===== config.mk =====
export PLATFORM = sky130hd
export DESIGN_NAME = multicycle_controller
export DESIGN_NICKNAME = d
export VERILOG_FILES = /design/src/rtl/riscv_ctrl_pkg.sv /design/src/rtl/alu_decoder.sv /design/src/rtl/multicycle_controller.sv
export SDC_FILE = /design/constraint.sdc
export NUM_CORES = 1
export LEC_CHECK = 0
export ABC_AREA = 1
export BUFFER_PORTS_ARGS = -buffer_cell sky130_fd_sc_hd__buf_2
export CAP_MARGIN = 5
export CELL_PAD_IN_SITES_DETAIL_PLACEMENT = 2
export CELL_PAD_IN_SITES_GLOBAL_PLACEMENT = 2
export CORE_ASPECT_RATIO = 1.75
export CORE_MARGIN = 10
export CORE_UTILIZATION = 17
export DETAILED_ROUTE_END_ITERATION = 10
export GPL_TIMING_DRIVEN = 1
export PLACE_DENSITY = 0.71
export SYNTH_ARGS = -nofsm -noshare
export SYNTH_HDL_FRONTEND = slang
export SYNTH_HIERARCHICAL = 1
export SYNTH_SLANG_ARGS = --single-unit

===== constraint.sdc =====
create_clock -name clk -period 1.18 [get_ports clk]
set_input_delay 0.059 -clock clk [delete_from_list [all_inputs] [get_ports clk]]
set_output_delay 0.059 -clock clk [all_outputs]
set_load 0.02 [all_outputs]

===== src/rtl/riscv_ctrl_pkg.sv =====
// Shared encodings for the multi-cycle RV32I control path: FSM states,
// datapath select codes, ALU operations and the RV32I major opcodes.
package riscv_ctrl_pkg;

  typedef enum logic [3:0] {
    S_FETCH, S_DECODE, S_MEM_ADDR, S_MEM_RD, S_MEM_WR, S_WB_MEM,
    S_EXEC_R, S_EXEC_I, S_LUI, S_AUIPC, S_WB_ALU, S_BRANCH,
    S_JAL, S_JALR, S_TRAP
  } state_t;

  typedef enum logic [2:0] {
    IMM_I  = 3'd0,
    IMM_S  = 3'd1,
    IMM_SB = 3'd2,
    IMM_U  = 3'd3,
    IMM_UJ = 3'd4
  } imm_sel_t;

  typedef enum logic [3:0] {
    ALU_ADD  = 4'd0,
    ALU_SUB  = 4'd1,
    ALU_SLL  = 4'd2,
    ALU_SLT  = 4'd3,
    ALU_SLTU = 4'd4,
    ALU_XOR  = 4'd5,
    ALU_SRL  = 4'd6,
    ALU_SRA  = 4'd7,
    ALU_OR   = 4'd8,
    ALU_AND  = 4'd9
  } alu_ctrl_t;

  typedef enum logic [1:0] {A_PC = 2'd0, A_OLDPC = 2'd1, A_RS1 = 2'd2, A_ZERO = 2'd3} alu_src_a_t;
  typedef enum logic [1:0] {B_RS2 = 2'd0, B_IMM = 2'd1, B_FOUR = 2'd2} alu_src_b_t;
  typedef enum logic [1:0] {WB_ALUOUT = 2'd0, WB_MEMDATA = 2'd1, WB_PC = 2'd2} wb_sel_t;

  // Which family of ALU operation the current state wants.
  typedef enum logic [1:0] {CLS_ADD, CLS_SUB, CLS_R, CLS_I} alu_class_t;

  localparam logic [6:0] OP_LOAD   = 7'b0000011;
  localparam logic [6:0] OP_STORE  = 7'b0100011;
  localparam logic [6:0] OP_OP     = 7'b0110011;
  localparam logic [6:0] OP_OPIMM  = 7'b0010011;
  localparam logic [6:0] OP_BRANCH = 7'b1100011;
  localparam logic [6:0] OP_JAL    = 7'b1101111;
  localparam logic [6:0] OP_JALR   = 7'b1100111;
  localparam logic [6:0] OP_LUI    = 7'b0110111;
  localparam logic [6:0] OP_AUIPC  = 7'b0010111;

endpackage


===== src/rtl/alu_decoder.sv =====
// Maps {operation class, funct3, funct7[5]} to an ALU operation code.
// Immediate forms only look at funct7[5] for the shift-right pair.
module alu_decoder
  import riscv_ctrl_pkg::*;
(
  input  alu_class_t i_class,
  input  logic [2:0] i_funct3,
  input  logic       i_funct7_5,
  output alu_ctrl_t  o_alu_ctrl
);

  // Pure combinational operation select.
  always_comb begin
    o_alu_ctrl = ALU_ADD;
    case (i_class)
      CLS_ADD: o_alu_ctrl = ALU_ADD;
      CLS_SUB: o_alu_ctrl = ALU_SUB;
      default: begin
        case (i_funct3)
          3'b000: begin
            if (i_class == CLS_R && i_funct7_5) o_alu_ctrl = ALU_SUB;
            else                                o_alu_ctrl = ALU_ADD;
          end
          3'b001: o_alu_ctrl = ALU_SLL;
          3'b010: o_alu_ctrl = ALU_SLT;
          3'b011: o_alu_ctrl = ALU_SLTU;
          3'b100: o_alu_ctrl = ALU_XOR;
          3'b101: begin
            if (i_funct7_5) o_alu_ctrl = ALU_SRA;
            else            o_alu_ctrl = ALU_SRL;
          end
          3'b110: o_alu_ctrl = ALU_OR;
          default: o_alu_ctrl = ALU_AND;
        endcase
      end
    endcase
  end

endmodule


===== src/rtl/multicycle_controller.sv =====
// Moore control FSM for the multi-cycle RV32I core. Fetches over a req/ready
// handshake, dispatches on the opcode and sequences the shared datapath.
// Only FETCH (mem_ready) and BRANCH (ALU flags) gate outputs on inputs.
module multicycle_controller
  import riscv_ctrl_pkg::*;
(
  input  logic       clk,
  input  logic       rstN,
  input  logic [6:0] opcode,
  input  logic [2:0] funct3,
  input  logic       funct7_5,
  input  logic       zero,
  input  logic       lt,
  input  logic       ltu,
  input  logic       mem_ready,
  output logic       mem_req,
  output logic       mem_we,
  output logic       addr_sel,
  output logic       ir_write,
  output logic       pc_write,
  output logic       pc_src,
  output logic       reg_write,
  output logic [1:0] wb_sel,
  output logic [2:0] imm_sel,
  output logic [1:0] alu_src_a,
  output logic [1:0] alu_src_b,
  output logic [3:0] alu_ctrl,
  output logic       illegal
);

  state_t     r_state;
  state_t     w_next;
  alu_class_t w_class;
  alu_ctrl_t  w_alu_ctrl;

  function automatic logic branch_taken(input logic [2:0] f3, input logic z,
                                        input logic l, input logic lu);
    case (f3)
      3'b000:  return z;
      3'b001:  return !z;
      3'b100:  return l;
      3'b101:  return !l;
      3'b110:  return lu;
      3'b111:  return !lu;
      default: return 1'b0;
    endcase
  endfunction

  // State register; reset lands in FETCH from anywhere, even mid memory wait.
  always_ff @(posedge clk) begin
    if (!rstN) r_state <= S_FETCH;
    else       r_state <= w_next;
  end

  // ALU operation family implied by the current state.
  always_comb begin
    w_class = CLS_ADD;
    case (r_state)
      S_EXEC_R: w_class = CLS_R;
      S_EXEC_I: w_class = CLS_I;
      S_BRANCH: w_class = CLS_SUB;
      default:  w_class = CLS_ADD;
    endcase
  end

  alu_decoder u_alu_dec (
    .i_class    (w_class),
    .i_funct3   (funct3),
    .i_funct7_5 (funct7_5),
    .o_alu_ctrl (w_alu_ctrl)
  );

  assign alu_ctrl = w_alu_ctrl;
  assign illegal  = (r_state == S_TRAP);

  // Next-state and datapath control decode; everything defaults to 0.
  always_comb begin
    w_next    = r_state;
    mem_req   = 1'b0;
    mem_we    = 1'b0;
    addr_sel  = 1'b0;
    ir_write  = 1'b0;
    pc_write  = 1'b0;
    pc_src    = 1'b0;
    reg_write = 1'b0;
    wb_sel    = WB_ALUOUT;
    imm_sel   = IMM_I;
    alu_src_a = A_PC;
    alu_src_b = B_RS2;
    case (r_state)
      S_FETCH: begin
        mem_req   = 1'b1;
        alu_src_a = A_PC;
        alu_src_b = B_FOUR;
        if (mem_ready) begin
          ir_write = 1'b1;
          pc_write = 1'b1;
          w_next   = S_DECODE;
        end
      end
      S_DECODE: begin
        // Speculatively form the branch target into ALUOut.
        alu_src_a = A_OLDPC;
        alu_src_b = B_IMM;
        imm_sel   = IMM_SB;
        case (opcode)
          OP_LOAD, OP_STORE: w_next = S_MEM_ADDR;
          OP_OP:             w_next = S_EXEC_R;
          OP_OPIMM:          w_next = S_EXEC_I;
          OP_BRANCH:         w_next = S_BRANCH;
          OP_JAL:            w_next = S_JAL;
          OP_JALR:           w_next = S_JALR;
          OP_LUI:            w_next = S_LUI;
          OP_AUIPC:          w_next = S_AUIPC;
          default:           w_next = S_TRAP;
        endcase
      end
      S_MEM_ADDR: begin
        alu_src_a = A_RS1;
        alu_src_b = B_IMM;
        if (opcode == OP_STORE) begin
          imm_sel = IMM_S;
          w_next  = S_MEM_WR;
        end else begin
          imm_sel = IMM_I;
          w_next  = S_MEM_RD;
        end
      end
      S_MEM_RD: begin
        mem_req  = 1'b1;
        addr_sel = 1'b1;
        if (mem_ready) w_next = S_WB_MEM;
      end
      S_MEM_WR: begin
        mem_req  = 1'b1;
        mem_we   = 1'b1;
        addr_sel = 1'b1;
        if (mem_ready) w_next = S_FETCH;
      end
      S_WB_MEM: begin
        reg_write = 1'b1;
        wb_sel    = WB_MEMDATA;
        w_next    = S_FETCH;
      end
      S_EXEC_R: begin
        alu_src_a = A_RS1;
        alu_src_b = B_RS2;
        w_next    = S_WB_ALU;
      end
      S_EXEC_I: begin
        alu_src_a = A_RS1;
        alu_src_b = B_IMM;
        imm_sel   = IMM_I;
        w_next    = S_WB_ALU;
      end
      S_LUI: begin
        alu_src_a = A_ZERO;
        alu_src_b = B_IMM;
        imm_sel   = IMM_U;
        w_next    = S_WB_ALU;
      end
      S_AUIPC: begin
        alu_src_a = A_OLDPC;
        alu_src_b = B_IMM;
        imm_sel   = IMM_U;
        w_next    = S_WB_ALU;
      end
      S_WB_ALU: begin
        reg_write = 1'b1;
        wb_sel    = WB_ALUOUT;
        w_next    = S_FETCH;
      end
      S_BRANCH: begin
        alu_src_a = A_RS1;
        alu_src_b = B_RS2;
        if (funct3 == 3'b010 || funct3 == 3'b011) begin
          w_next = S_TRAP;
        end else begin
          if (branch_taken(funct3, zero, lt, ltu)) begin
            pc_write = 1'b1;
            pc_src   = 1'b1;
          end
          w_next = S_FETCH;
        end
      end
      S_JAL: begin
        // PC already holds OldPC+4, which is the link value written back.
        reg_write = 1'b1;
        wb_sel    = WB_PC;
        alu_src_a = A_OLDPC;
        alu_src_b = B_IMM;
        imm_sel   = IMM_UJ;
        pc_write  = 1'b1;
        w_next    = S_FETCH;
      end
      S_JALR: begin
        alu_src_a = A_RS1;
        alu_src_b = B_IMM;
        imm_sel   = IMM_I;
        if (funct3 == 3'b000) begin
          reg_write = 1'b1;
          wb_sel    = WB_PC;
          pc_write  = 1'b1;
          w_next    = S_FETCH;
        end else begin
          w_next = S_TRAP;
        end
      end
      S_TRAP:  w_next = S_TRAP;
      default: w_next = S_TRAP;
    endcase
  end

endmodule


## After elaboration in Yosys (flattened, before gate mapping)

Index checks and enable logic that the tools add are counted.

- Register bits after elaboration: 4
- Output and inout port bits: 21
- Word-level logic and storage cells: 87

- Equal/unequal tests: 35
- Mux-type cells: 33
- Reduce and logical (&&, ||, !) cells: 18

Operator list:

| cell | count |
|---|---|
| case mux 4 bit (9 select lines) | 1 |
| case mux 4 bit (8 select lines) | 1 |
| equality test 4 bit (second input constant) | 7 |
| case mux 4 bit (7 select lines) | 1 |
| equality test 7 x 6 -> 1 bit (second input constant) | 3 |
| equality test 7 bit (second input constant) | 3 |
| 2-to-1 mux 4 bit | 5 |
| case mux 2 bit (3 select lines) | 3 |
| equality test 4 x 3 -> 1 bit (second input constant) | 4 |
| equality test 7 x 5 -> 1 bit (second input constant) | 2 |
| 2-to-1 mux 1 bit | 14 |
| equality test 3 bit (second input constant) | 4 |
| case mux 3 bit (4 select lines) | 1 |
| OR reduction 3 bit | 3 |
| equality test 4 x 2 -> 1 bit (second input constant) | 2 |
| case mux 4 bit (2 select lines) | 1 |
| equality test 7 x 2 -> 1 bit (second input constant) | 1 |
| OR reduction 7 bit | 1 |
| equality test 3 x 2 -> 1 bit (second input constant) | 2 |
| inequality test 2 bit (second input constant) | 3 |
| case mux 1 bit (6 select lines) | 1 |
| OR reduction 2 bit | 3 |
| OR reduction 5 bit | 1 |
| equality test 4 x 1 -> 1 bit (second input constant) | 1 |
| other kinds (16) | 18 |

## Longest topological paths before layout

Gate-level depths: netlist of run 1.

- Depth in word-level cells: 7
- Gate-level depth with buffers: 12
- Gate-level depth less buffers: 12

## Hierarchy

The synthesis of run 1 kept the hierarchy.

By module, submodules not included:

| module | times used | cells an instance | area an instance (µm²) |
|---|---|---|---|
| multicycle_controller | 1 | 132 | 630.6 |
| alu_decoder | 1 | 25 | 110.1 |

## Worst setup path after synthesis of run 1

OpenSTA, ideal clock, no wires.

- Path kind: flip-flop to output port
- Start point: reg r_state[2]
- End point: out alu_ctrl[1]
- Stages on the path, launching flop included: 7
- Setup slack: -0.428 ns
- Buffers on the path: 0
- Arrival time: 1.549 ns
- Cell sequence: dfxtp_1 > inv_1 > nor2_1 > nand2_1 > inv_1 > inv_1 > nor4_1

- Cells in the longest elaborated chain, start to end: 4
- Elaborated cells between the ends (all ways): 7
- Those cells by class: eq/ne (4); mux (2); reduce/logical (1)

Ends and longest elaborated chain:

| element | line | source |
|---|---|---|
| start: declaration | multicycle_controller.sv:31 | `state_t r_state;` |
| start signal: assignment | multicycle_controller.sv:52 | `else r_state <= w_next;` |
| equality test 4 bit / equality test 4 x 3 -> 1 bit (equally long branches) | multicycle_controller.sv:58 | `case (r_state)` |
| case mux 2 bit (3 select lines) * | multicycle_controller.sv:58 |  |
| net w_class[1] | multicycle_controller.sv:33 | `alu_class_t w_class;` |
| equality test 2 x 1 -> 1 bit / logical NOT 2 bit (equally long branches) | alu_decoder.sv:15 | `case (i_class)` |
| case mux 4 bit (2 select lines) * | alu_decoder.sv:15 |  |
| end: declaration | multicycle_controller.sv:27 | `output logic [3:0] alu_ctrl,` |

Mark *: on every way through the listed nets, which the timed path passes. The rest lies on a longest branch.

## Worst setup path in the final report of run 1

- Start point: reg r_state[3]
- End point: out alu_src_a[1]

- Cells in the longest elaborated chain, start to end: 3
- Elaborated cells between the ends (all ways): 12
- Those cells by class: eq/ne (9); mux (1); reduce/logical (2)

Ends and longest elaborated chain:

| element | line | source |
|---|---|---|
| equality test 4 bit, or another cell as far along | multicycle_controller.sv:90 | `case (r_state)` |
| OR reduction 5 bit (no line) / OR reduction 3 bit (equally long branches) | - |  |
| case mux 2 bit (3 select lines) * | multicycle_controller.sv:90 |  |
| end: declaration | multicycle_controller.sv:25 | `output logic [1:0] alu_src_a,` |

Mark *: on every way between the ends. The rest lies on a longest branch, timed or not.

==> results of run 1 <==
==> worst min path at each step <==
stage | start | end | slack, ns
after floorplan | rstN | r_state[3] | 0.18
after global placement | rstN | r_state[3] | 0.32
after detailed placement | rstN | r_state[3] | 0.36
after CTS | rstN | r_state[3] | 0.12
after global routing | rstN | r_state[3] | 0.15
final | rstN | r_state[3] | 0.14
==> stage by stage <==
| step | instances | setup slack (ns) | hold WS, ns | utilization [%] | power (mW) |
|---|---|---|---|---|---|
| 6_report | 294 | -0.437 | 0.137 | 46.1 | 5.39 |
| 3_3_place_gp | 271 | -0.324 | 0.323 | 30.4 | 2.76 |
| 2_1_floorplan | 157 | -0.0565 | 0.182 | - | 1.63 |
| 4_1_cts | 280 | -0.319 | 0.124 | 37.4 | 3.86 |
| 5_1_grt | 294 | -0.490 | 0.150 | 46.1 | 5.68 |
| 3_5_place_dp | 271 | -0.395 | 0.357 | 30.4 | 2.81 |
==> power breakdown <==
group          internal [mW]  total, mW  switching (mW)
clock                  0.218      0.295          0.0774
combinational           2.16       4.69            2.53
sequential             0.240      0.402           0.161
total                   2.62       5.39            2.77
==> layout by cell type, fill, tap and decap left out <==
| cell type | instances |
|---|---|
| nand2_8 | 2 |
| o21ai_2 | 3 |
| nand2_2 | 7 |
| buf_4 | 33 |
| inv_1 | 18 |
| o21ai_0 | 3 |
| xor2_1 | 1 |
| buf_12 | 1 |
| inv_2 | 9 |
| nor4_4 | 1 |
| nand2_1 | 32 |
| nor3_2 | 1 |
| or2_2 | 1 |
| nand3b_1 | 1 |
| o21ai_1 | 1 |
| nor3_4 | 3 |
| clkbuf_8 | 3 |
| nand3_2 | 5 |
| nor2_4 | 11 |
| nand4_1 | 2 |
| dfxtp_4 | 4 |
| nor2_2 | 6 |
| inv_6 | 1 |
| nand3_1 | 11 |
| nor2_1 | 13 |
| a211o_2 | 1 |
| a21oi_1 | 2 |
| a21oi_4 | 2 |
| a21boi_0 | 1 |
| a21boi_2 | 1 |
| buf_6 | 35 |
| inv_4 | 5 |
| nand2_4 | 7 |
| a21oi_2 | 1 |
| buf_2 | 16 |
| inv_8 | 1 |
==> Yosys cell counts, types with 2 or more instances <==
cell	count
nand2_1	47
inv_1	33
nor2_1	29
nand3_1	15
o21ai_0	7
a21oi_1	5
dfxtp_1	4
nor3_1	4
nand4_1	2
==> logic make-up (layout without fill, tap and decap cells) <==
logic type                Yosys count  after routing
and+or+nand+nor                   103            103
buffers and inverters              34            122
AOI/OAI and AO/OA                  15             15
DFF                                 4              4
xor gates and xnor gates            1              1
==> cell type report <==
cell class | instances | area share [%]
well taps | 49 | 3.17
clock buffers | 3 | 2.14
flip-flops and latches | 4 | 4.92
repair buffers | 85 | 38.4
multi-input cells | 119 | 43.5
inverters | 34 | 7.90
==> tightest hold or removal path, stage by stage <==
cell	delay, ns
buf_2	0.13
nand2_1	0.09
a21oi_2	0.03
==> repair_timing <==
item / in CTS / in global routing
setup endpoints to repair: 25 / 25
setup buffers: 6 / 15
gates resized for setup: 76 / 72
pin swaps: 6 / 19
==> routing by layer <==
metal / wire, microns / global-route usage (%)
met1: 1970 / 10.4
met3: 233 / 1.75
met2: 3950 / 29.0
met5: 0 / 0
met4: 346 / 4.82
==> flow_summary.toml, run 1 <==
[placed_design]
place_area_sq_mm = 0.00127
port_buffers = 37
routabilityCongestion = 0.784
place_hpwl_mm = 3.58

[synthesis]
synth_cell_types = 20
synth_fa_ha_area_share_pct = 0
synth_xor_area_share_pct = 1.18
synthCells = 157
ys_top_cells_by_area = "nand2_1, inv_1, nor2_1"
synth.avg_cell_area_sq_um = 4.72
yosysSeqAreaShare_pct = 10.8
synth.top_cell.area_share_pct = 23.8
yosys.area_share.simple_pct = 58.8
muxShareOfSynthArea_pct = 0
synth-async-reset-ratio_pct = 0
synth_nets = 174
synth_top_family_by_area = "simple AND/OR/NAND/NOR gates"
synth_edf_count = 0
synth-compound-area-share_pct = 12.0
synth-seq-cells = 4
synth_flop_cell = "dfxtp_1"
syn-cell-area_sq_um = 741
ys_warn_count = 6
synth_area_leader_cell = "nand2_1"

[die]
start_util_pct = 17.7
placementRows = 31
ioPinCount = 38
dieArea_sq_mm = 0.00750
die_h_microns = 107
coreArea_sq_mm = 0.00419
die_w_microns = 69.9

[setup_path]
r2r_cells = 8
crit_family = "simple AND/OR/NAND/NOR gates"
crit_end = "alu_src_a[1]"
critical_path_arrival_ns = 1.56
cp_num_buf_inv = 3
crit_path_end_kind = "output pin"
cp_cell_sequence = "inv_1 -> nor2_2 -> nand2_2 -> nand2_1 -> inv_1 -> o21ai_2 -> buf_4"
cpMostUsedCell = "inv_1"
worstSetupPathType = "flop to output pin"
cp.depth = 7
critPathLaunch = "r_state[3]"
critPathSlowestCell = "dfxtp_4"
rrSetupSlack_ns = -0.35
cp-start-kind = "flop"
slowest_delay_ns = 0.42
worstReg2RegStart = "r_state[2]"
cp_max_fo = 6
worstPathRequired_ns = 1.12
r2r-end = "r_state[2]"

[cts]
htree_levels = 1
cts_buffer_depth = 2
root_buffer = "clkbuf_8"
cts.sink_count = 4
hold_buffers = 0
clkTransAtPathRegs_ns = 0.03
cts_made_buffers = 3
cts_tree = "built"
clk_latency_ns = 0.22

[power]
power_density_mw_per_mm2 = 2790
peakVddDrop_uv = 1870
p_leak_nw = 1.01

[layout]
area_growth_syn_to_layout_pct = 161
antennaDiodeCount = 0
largest_reg_flops = 4
register_area_sq_um = 95.1
nNetsFinal = 264
drive_gt1_share_pct = 65.3
reg.largest.list = "r_state (4)"
stdcell_area_sq_mm = 0.00193
regMostFlops = "r_state"
fill_cells = 503
multiInputGateArea_sq_um = 840

[worst_hold_path]
hold_path_depth = 3
min_path_type = "input pin to flop"

[global_routing]
antenna_found_initial = 0
gr-total-overflow = 0
grt_pass1_wl_mm = 7.91
grt_max_degree = 11
gr-usage-all-layers_pct = 13.0
grt_pass1_vias = 1577

[flow_run]
cap_violations = 0

[timing]
fin_crit_sh_pct = 137
setup_viol = 25
fin_ws_ns = -0.437
fin_setup_tns_ns = -7.44
finalCriticalPeriod_ns = 1.62
tightest_slew_ns = 0.420
rsz0062_at_grt = "true"
fmax_mhz = 618
slew_headroom_pct = 71.7
slew_viol_final = 0
skew_ns = 0.000724
report.final.hold_viol_count = 0

[route]
drt_wl_total_mm = 6.50
drt_first_pass_iters = 4
post_drt_via_cell_ratio = 4.87
drt_iter0_drc = 41
vias = 1433
wl_per_cell_microns = 22.1
drcViolationCount = 0
ant_nets = 0

[status]
status = "finished, violations left"
failed_checks = "negative setup slack"
Note: power is estimated with default switching activity, not from simulation.
==> run 2: changes to the inputs <==
--- a/config.mk
+++ b/config.mk
@@ -11,7 +11,6 @@
 export CELL_PAD_IN_SITES_DETAIL_PLACEMENT = 2
 export CELL_PAD_IN_SITES_GLOBAL_PLACEMENT = 2
 export CORE_ASPECT_RATIO = 1.75
-export CORE_MARGIN = 10
 export CORE_UTILIZATION = 17
 export DETAILED_ROUTE_END_ITERATION = 10
 export GPL_TIMING_DRIVEN = 1
==> flow_summary.toml, run 2 (synthesized netlist as in run 1, its figures left out) <==
[route]
post_drt_via_cell_ratio = 4.76
drt_first_pass_iters = 4
ant_nets = 0
vias = 1418
drt_wl_total_mm = 6.08
drcViolationCount = 0
drt_iter0_drc = 14
wl_per_cell_microns = 20.4

[layout]
antennaDiodeCount = 0
final_cell_mix = "buf_4, buf_6, nand2_1"
reg.largest.list = "r_state (4)"
nNetsFinal = 268
fill_cells = 472
layout_commonest_cell = "buf_4"
stdcell_area_sq_mm = 0.00203
largest_reg_flops = 4
area_growth_syn_to_layout_pct = 174
regMostFlops = "r_state"
register_area_sq_um = 95.1
drive_gt1_share_pct = 67.5
multiInputGateArea_sq_um = 915

[timing]
fin_ws_ns = -0.400
finalCriticalPeriod_ns = 1.58
setup_viol = 25
skew_ns = 0.00130
rsz0062_at_grt = "true"
report.final.hold_viol_count = 0
fin_crit_sh_pct = 134
slew_headroom_pct = 77.1
slew_viol_final = 0
tightest_slew_ns = 0.343
fmax_mhz = 633

[global_routing]
antenna_found_initial = 0
gr-total-overflow = 0
grt_pass1_vias = 1484
grt_pass1_wl_mm = 7.18
gr-usage-all-layers_pct = 22.0
grt_max_degree = 11

[placed_design]
place_hpwl_mm = 3.33
place_area_sq_mm = 0.00130
routabilityCongestion = 0.748
port_buffers = 37
dp_slack_ns = -0.346

[power]
p_total_mw = 5.72
peakVddDrop_uv = 1520
p_leak_nw = 1.05
power_density_mw_per_mm2 = 2820

[setup_path]
critical_path_arrival_ns = 1.52
worstSetupPathType = "flop to output pin"
cp-start-kind = "flop"
cp_max_fo = 5
crit_path_end_kind = "output pin"
worstPathRequired_ns = 1.12

[cts]
cts_made_buffers = 3
clk_latency_ns = 0.22
cts_tree = "built"
clkTransAtPathRegs_ns = 0.03
cts.sink_count = 4
root_buffer = "clkbuf_8"
cts_buffer_depth = 2
htree_levels = 1

[worst_hold_path]
min_path_type = "input pin to flop"

[status]
status = "finished, violations left"
failed_checks = "negative setup slack"

[die]
die_h_microns = 89.3
coreArea_sq_mm = 0.00415
ioPinCount = 38
placementRows = 31
dieArea_sq_mm = 0.00464
die_w_microns = 51.9
start_util_pct = 17.8

[flow_run]
cap_violations = 0
-- run 2: changes by cell type in the layout (fill, tap and decap cells not counted), moves of 2 or more --
cell	previous run	this run
nand2_4	7	11
nor2_2	6	4
nand3_1	11	9
buf_4	33	37
nand2_2	7	4
nor2_1	13	15
nand3_4	0	3
-- run 2: layout make-up --
class,instances,share of cell area [%]
clock buffer,3,2.03
multi-input combinational,119,45.0
timing repair buffer,89,38.0
tap,49,3.02
sequential,4,4.68
inverter,34,7.27
-- run 2: final timing paths --
kind                                  from          end  slack (ns)  depth (start not counted)
worst max-delay path            r_state[0]  alu_ctrl[0]       -0.40                         12
worst min-delay path                  rstN   r_state[2]        0.15                          3
worst max register to register  r_state[3]   r_state[1]       -0.36                          9
worst min register to register  r_state[1]   r_state[1]        0.77                          3
-- run 2: report_power, final --
| group | internal, mW | total [mW] | switching, mW |
|---|---|---|---|
| Clock | 0.218 | 0.300 | 0.0813 |
| Sequential | 0.241 | 0.440 | 0.199 |
| Combinational | 2.37 | 4.98 | 2.62 |
-- run 2: critical path: stages (launching register included) --
cell and delay (ns):
dfxtp_4 0.41, nand2_8 0.09, nor2_4 0.13, inv_2 0.07, nand2_4 0.08, nor2_1 0.06
nand2_1 0.07, nand2_1 0.05, nand2_1 0.06, nand3_1 0.06, nand2_1 0.07, inv_2 0.03
buf_6 0.12
-- run 2: per-stage QoR --
stage	setup TNS, ns	hold slack [ns]	cells	utilization (%)
floorplan	-0.108	0.182	157	-
global placement	-2.89	0.343	275	31.4
detailed placement	-3.46	0.341	275	31.4
CTS	-4.59	0.103	285	40.4
global route	-8.38	0.155	298	49.0
finish	-7.48	0.146	298	49.0
-- run 2: repair_timing --
| item | in CTS | in global routing |
|---|---|---|
| setup endpoints to repair | 25 | 25 |
| hold buffers | 0 | 0 |
| setup buffers | 7 | 14 |
| resized for setup | 97 | 63 |
| pin swaps | 9 | 17 |
-- run 2: per-layer routing --
layer	routed length, microns	part of all wire (%)	vias up	global-route usage [%]
met2	3610	59	46	50.1
met4	301	4.9	0	9.58
li1	-	-	671	-
met5	0	0	-	0
met1	2050	34	681	17.2
met3	121	2.0	20	1.02
==> run 3: changes to the inputs <==
--- a/config.mk
+++ b/config.mk
@@ -5,16 +5,16 @@
 export SDC_FILE = /design/constraint.sdc
 export NUM_CORES = 1
 export LEC_CHECK = 0
-export ABC_AREA = 1
+export ABC_AREA = 0
 export BUFFER_PORTS_ARGS = -buffer_cell sky130_fd_sc_hd__buf_2
 export CAP_MARGIN = 5
 export CELL_PAD_IN_SITES_DETAIL_PLACEMENT = 2
 export CELL_PAD_IN_SITES_GLOBAL_PLACEMENT = 2
 export CORE_ASPECT_RATIO = 1.75
-export CORE_UTILIZATION = 17
+export CORE_UTILIZATION = 19
 export DETAILED_ROUTE_END_ITERATION = 10
 export GPL_TIMING_DRIVEN = 1
-export PLACE_DENSITY = 0.71
+export PLACE_DENSITY = 0.7
 export SYNTH_ARGS = -nofsm -noshare
 export SYNTH_HDL_FRONTEND = slang
 export SYNTH_HIERARCHICAL = 1
==> flow_summary.toml, run 3 <==
[synthesis]
synthCells = 111
synth-async-reset-ratio_pct = 0
syn-cell-area_sq_um = 723
synth_area_leader_cell = "dfxtp_1"
synth.top_cell.area_share_pct = 11.1
synth_flop_cell = "dfxtp_1"
ys_warn_count = 6
synth_cell_types = 43
synth_common_cells = "nand2_1, nor2_1, o21ai_0, nor3_1, nand2b_1"
synth_nets = 128
synth.avg_cell_area_sq_um = 6.52
synth-seq-cells = 4
synth.most_common_cell = "nand2_1"
synth_edf_count = 0
ys_top_cells_by_area = "dfxtp_1, o21ai_0, nand2_1"
yosysSeqAreaShare_pct = 11.1

[cts]
root_buffer = "clkbuf_8"
clk_latency_ns = 0.23
cts_buffer_depth = 2
cts_made_buffers = 3
clkTransAtPathRegs_ns = 0.04
cts.sink_count = 4
htree_levels = 1
cts_tree = "built"

[setup_path]
critical_path_arrival_ns = 1.72
worstReg2RegStart = "r_state[2]"
r2r_cells = 7
worstPathRequired_ns = 1.12
cp_max_fo = 2
cp-start-kind = "flop"
rrSetupSlack_ns = -0.49
r2r-end = "r_state[0]"
crit_path_end_kind = "output pin"
worstSetupPathType = "flop to output pin"

[route]
drt_first_pass_iters = 4
ant_nets = 0
drt_wl_total_mm = 4.48
wl_per_cell_microns = 19.0
drt_iter0_drc = 16
drcViolationCount = 0
post_drt_via_cell_ratio = 5.08
vias = 1200

[timing]
rsz0062_at_grt = "true"
slew_headroom_pct = 63.4
tightest_slew_ns = 0.540
finalCriticalPeriod_ns = 1.78
fin_crit_sh_pct = 151
fin_setup_tns_ns = -8.45
skew_ns = 0.00871
fmax_mhz = 562
slew_viol_final = 0
fin_ws_ns = -0.598
report.final.hold_viol_count = 0
setup_viol = 25

[die]
start_util_pct = 19.9
dieArea_sq_mm = 0.00407
die_w_microns = 48.6
coreArea_sq_mm = 0.00363
placementRows = 29
die_h_microns = 83.6
ioPinCount = 38

[power]
p_leak_nw = 0.748
power_density_mw_per_mm2 = 2650
peakVddDrop_uv = 1110
p_total_mw = 3.95

[global_routing]
grt_pass1_vias = 1383
grt.met3_usage_pct = 1.64
grt_pass1_wl_mm = 7.13
grt_max_degree = 17
use_met2_pct = 52.8
gr-total-overflow = 0
grt_util_met1_pct = 18.5
gr-usage-all-layers_pct = 23.2
top_usage_layer = "met2"
antenna_found_initial = 0

[layout]
final_cell_mix = "buf_4, buf_2, nand2_1"
layout_commonest_cell = "buf_4"
drive_gt1_share_pct = 57.9
regMostFlops = "r_state"
fill_cells = 429
largest_reg_flops = 4
reg.largest.list = "r_state (4)"
nNetsFinal = 209
area_growth_syn_to_layout_pct = 106
antennaDiodeCount = 0

[worst_hold_path]
min_from = "rstN"
hold_path_depth = 3
min_path_type = "input pin to flop"
min_to = "r_state[2]"

[placed_design]
port_buffers = 37
place_hpwl_mm = 3.12
routabilityCongestion = 0.812

[status]
status = "finished, violations left"
failed_checks = "negative setup slack"

[flow_run]
cap_violations = 0
-- run 3: cell types whose count changed after synthesis, moves of 3 or more --
cell      previous run  this run
a31oi_1              0         4
and3_1               0         4
clkbuf_1             0         4
inv_1               33         4
nand2_1             47        12
nand2b_1             0         5
nand3_1             15         1
nor2_1              29        11
o21ai_0              7        10
xor2_1               1         4
-- run 3: worst max path at each step --
stage | startpoint | endpoint | slack (ns) | cells after the start
after detailed placement | r_state[1] | r_state[0] | -0.41 | 6
after global placement | r_state[1] | r_state[0] | -0.38 | 6
after floorplan | r_state[2] | alu_ctrl[0] | -0.41 | 7
after global routing | r_state[3] | alu_ctrl[0] | -0.62 | 6
final | r_state[3] | alu_ctrl[0] | -0.60 | 6
after CTS | r_state[3] | alu_ctrl[0] | -0.57 | 6
-- run 3: final cells by class --
| class | instances | area [sq um] | area share (%) |
|---|---|---|---|
| Sequential cell | 4 | 90.1 | 6.04 |
| Tap cell | 46 | 57.6 | 3.86 |
| Timing Repair Buffer | 82 | 593 | 39.8 |
| Multi-Input combinational cell | 97 | 694 | 46.6 |
| Clock buffer | 3 | 41.3 | 2.77 |
| Inverter | 4 | 15.0 | 1.01 |
-- run 3: report_power, final --
group | leakage, nW | switching, mW | internal (mW)
logic | 0.691 | 1.76 | 1.59
registers | 0.0351 | 0.0771 | 0.221
clock network | 0.0216 | 0.0845 | 0.219
-- run 3: routing by layer --
layer	wire [microns]	share of wire (%)	vias to the layer above
li1	-	-	573
met1	1370	31	585
met2	2910	65	34
met3	88	2.0	8
met4	112	2.5	0
met5	0	0	-
-- run 3: timing repair --
| item | in CTS | in global routing |
|---|---|---|
| hold buffers | 0 | 0 |
| endpoints found under the hold margin | 0 | 0 |
| gates resized for setup | 47 | 3 |
| setup buffers | 10 | 0 |
| endpoints found under the setup margin | 25 | 25 |
| pin swaps | 8 | 1 |
-- run 3: cell families (layout without fill, tap and decap cells) --
family | after synthesis | count (layout) | synth area share (%)
AO/OA/AOI/OAI | 33 | 33 | 32.0
XOR/XNOR | 4 | 4 | 4.84
buffers and inverters | 10 | 89 | 5.54
flip-flops | 4 | 4 | 11.1
multiplexers | 3 | 3 | 4.33
AND/OR/NAND/NOR | 57 | 57 | 42.2
-- run 3: per-stage QoR --
| stage | hold WS [ns] | instance area (sq um) | util (%) | worst slack, ns | instances |
|---|---|---|---|---|---|
| finish | 0.119 | 1490 | 41.1 | -0.598 | 236 |
| global route | 0.129 | 1490 | 41.1 | -0.620 | 236 |
| CTS | 0.121 | 1480 | 40.8 | -0.570 | 236 |
| detailed placement | 0.358 | 1230 | 33.8 | -0.410 | 223 |
| global placement | 0.345 | 1230 | 33.8 | -0.377 | 223 |
| floorplan | 0.188 | 782 | - | -0.407 | 111 |
-- run 3: worst max-delay path, cell delays in order, from the launching register on --
cell and delay [ns]:
dfxtp_2 0.33, xor2_1 0.16, and3_1 0.17, or2b_1 0.26
a221oi_2 0.27, mux2_4 0.19, buf_6 0.11
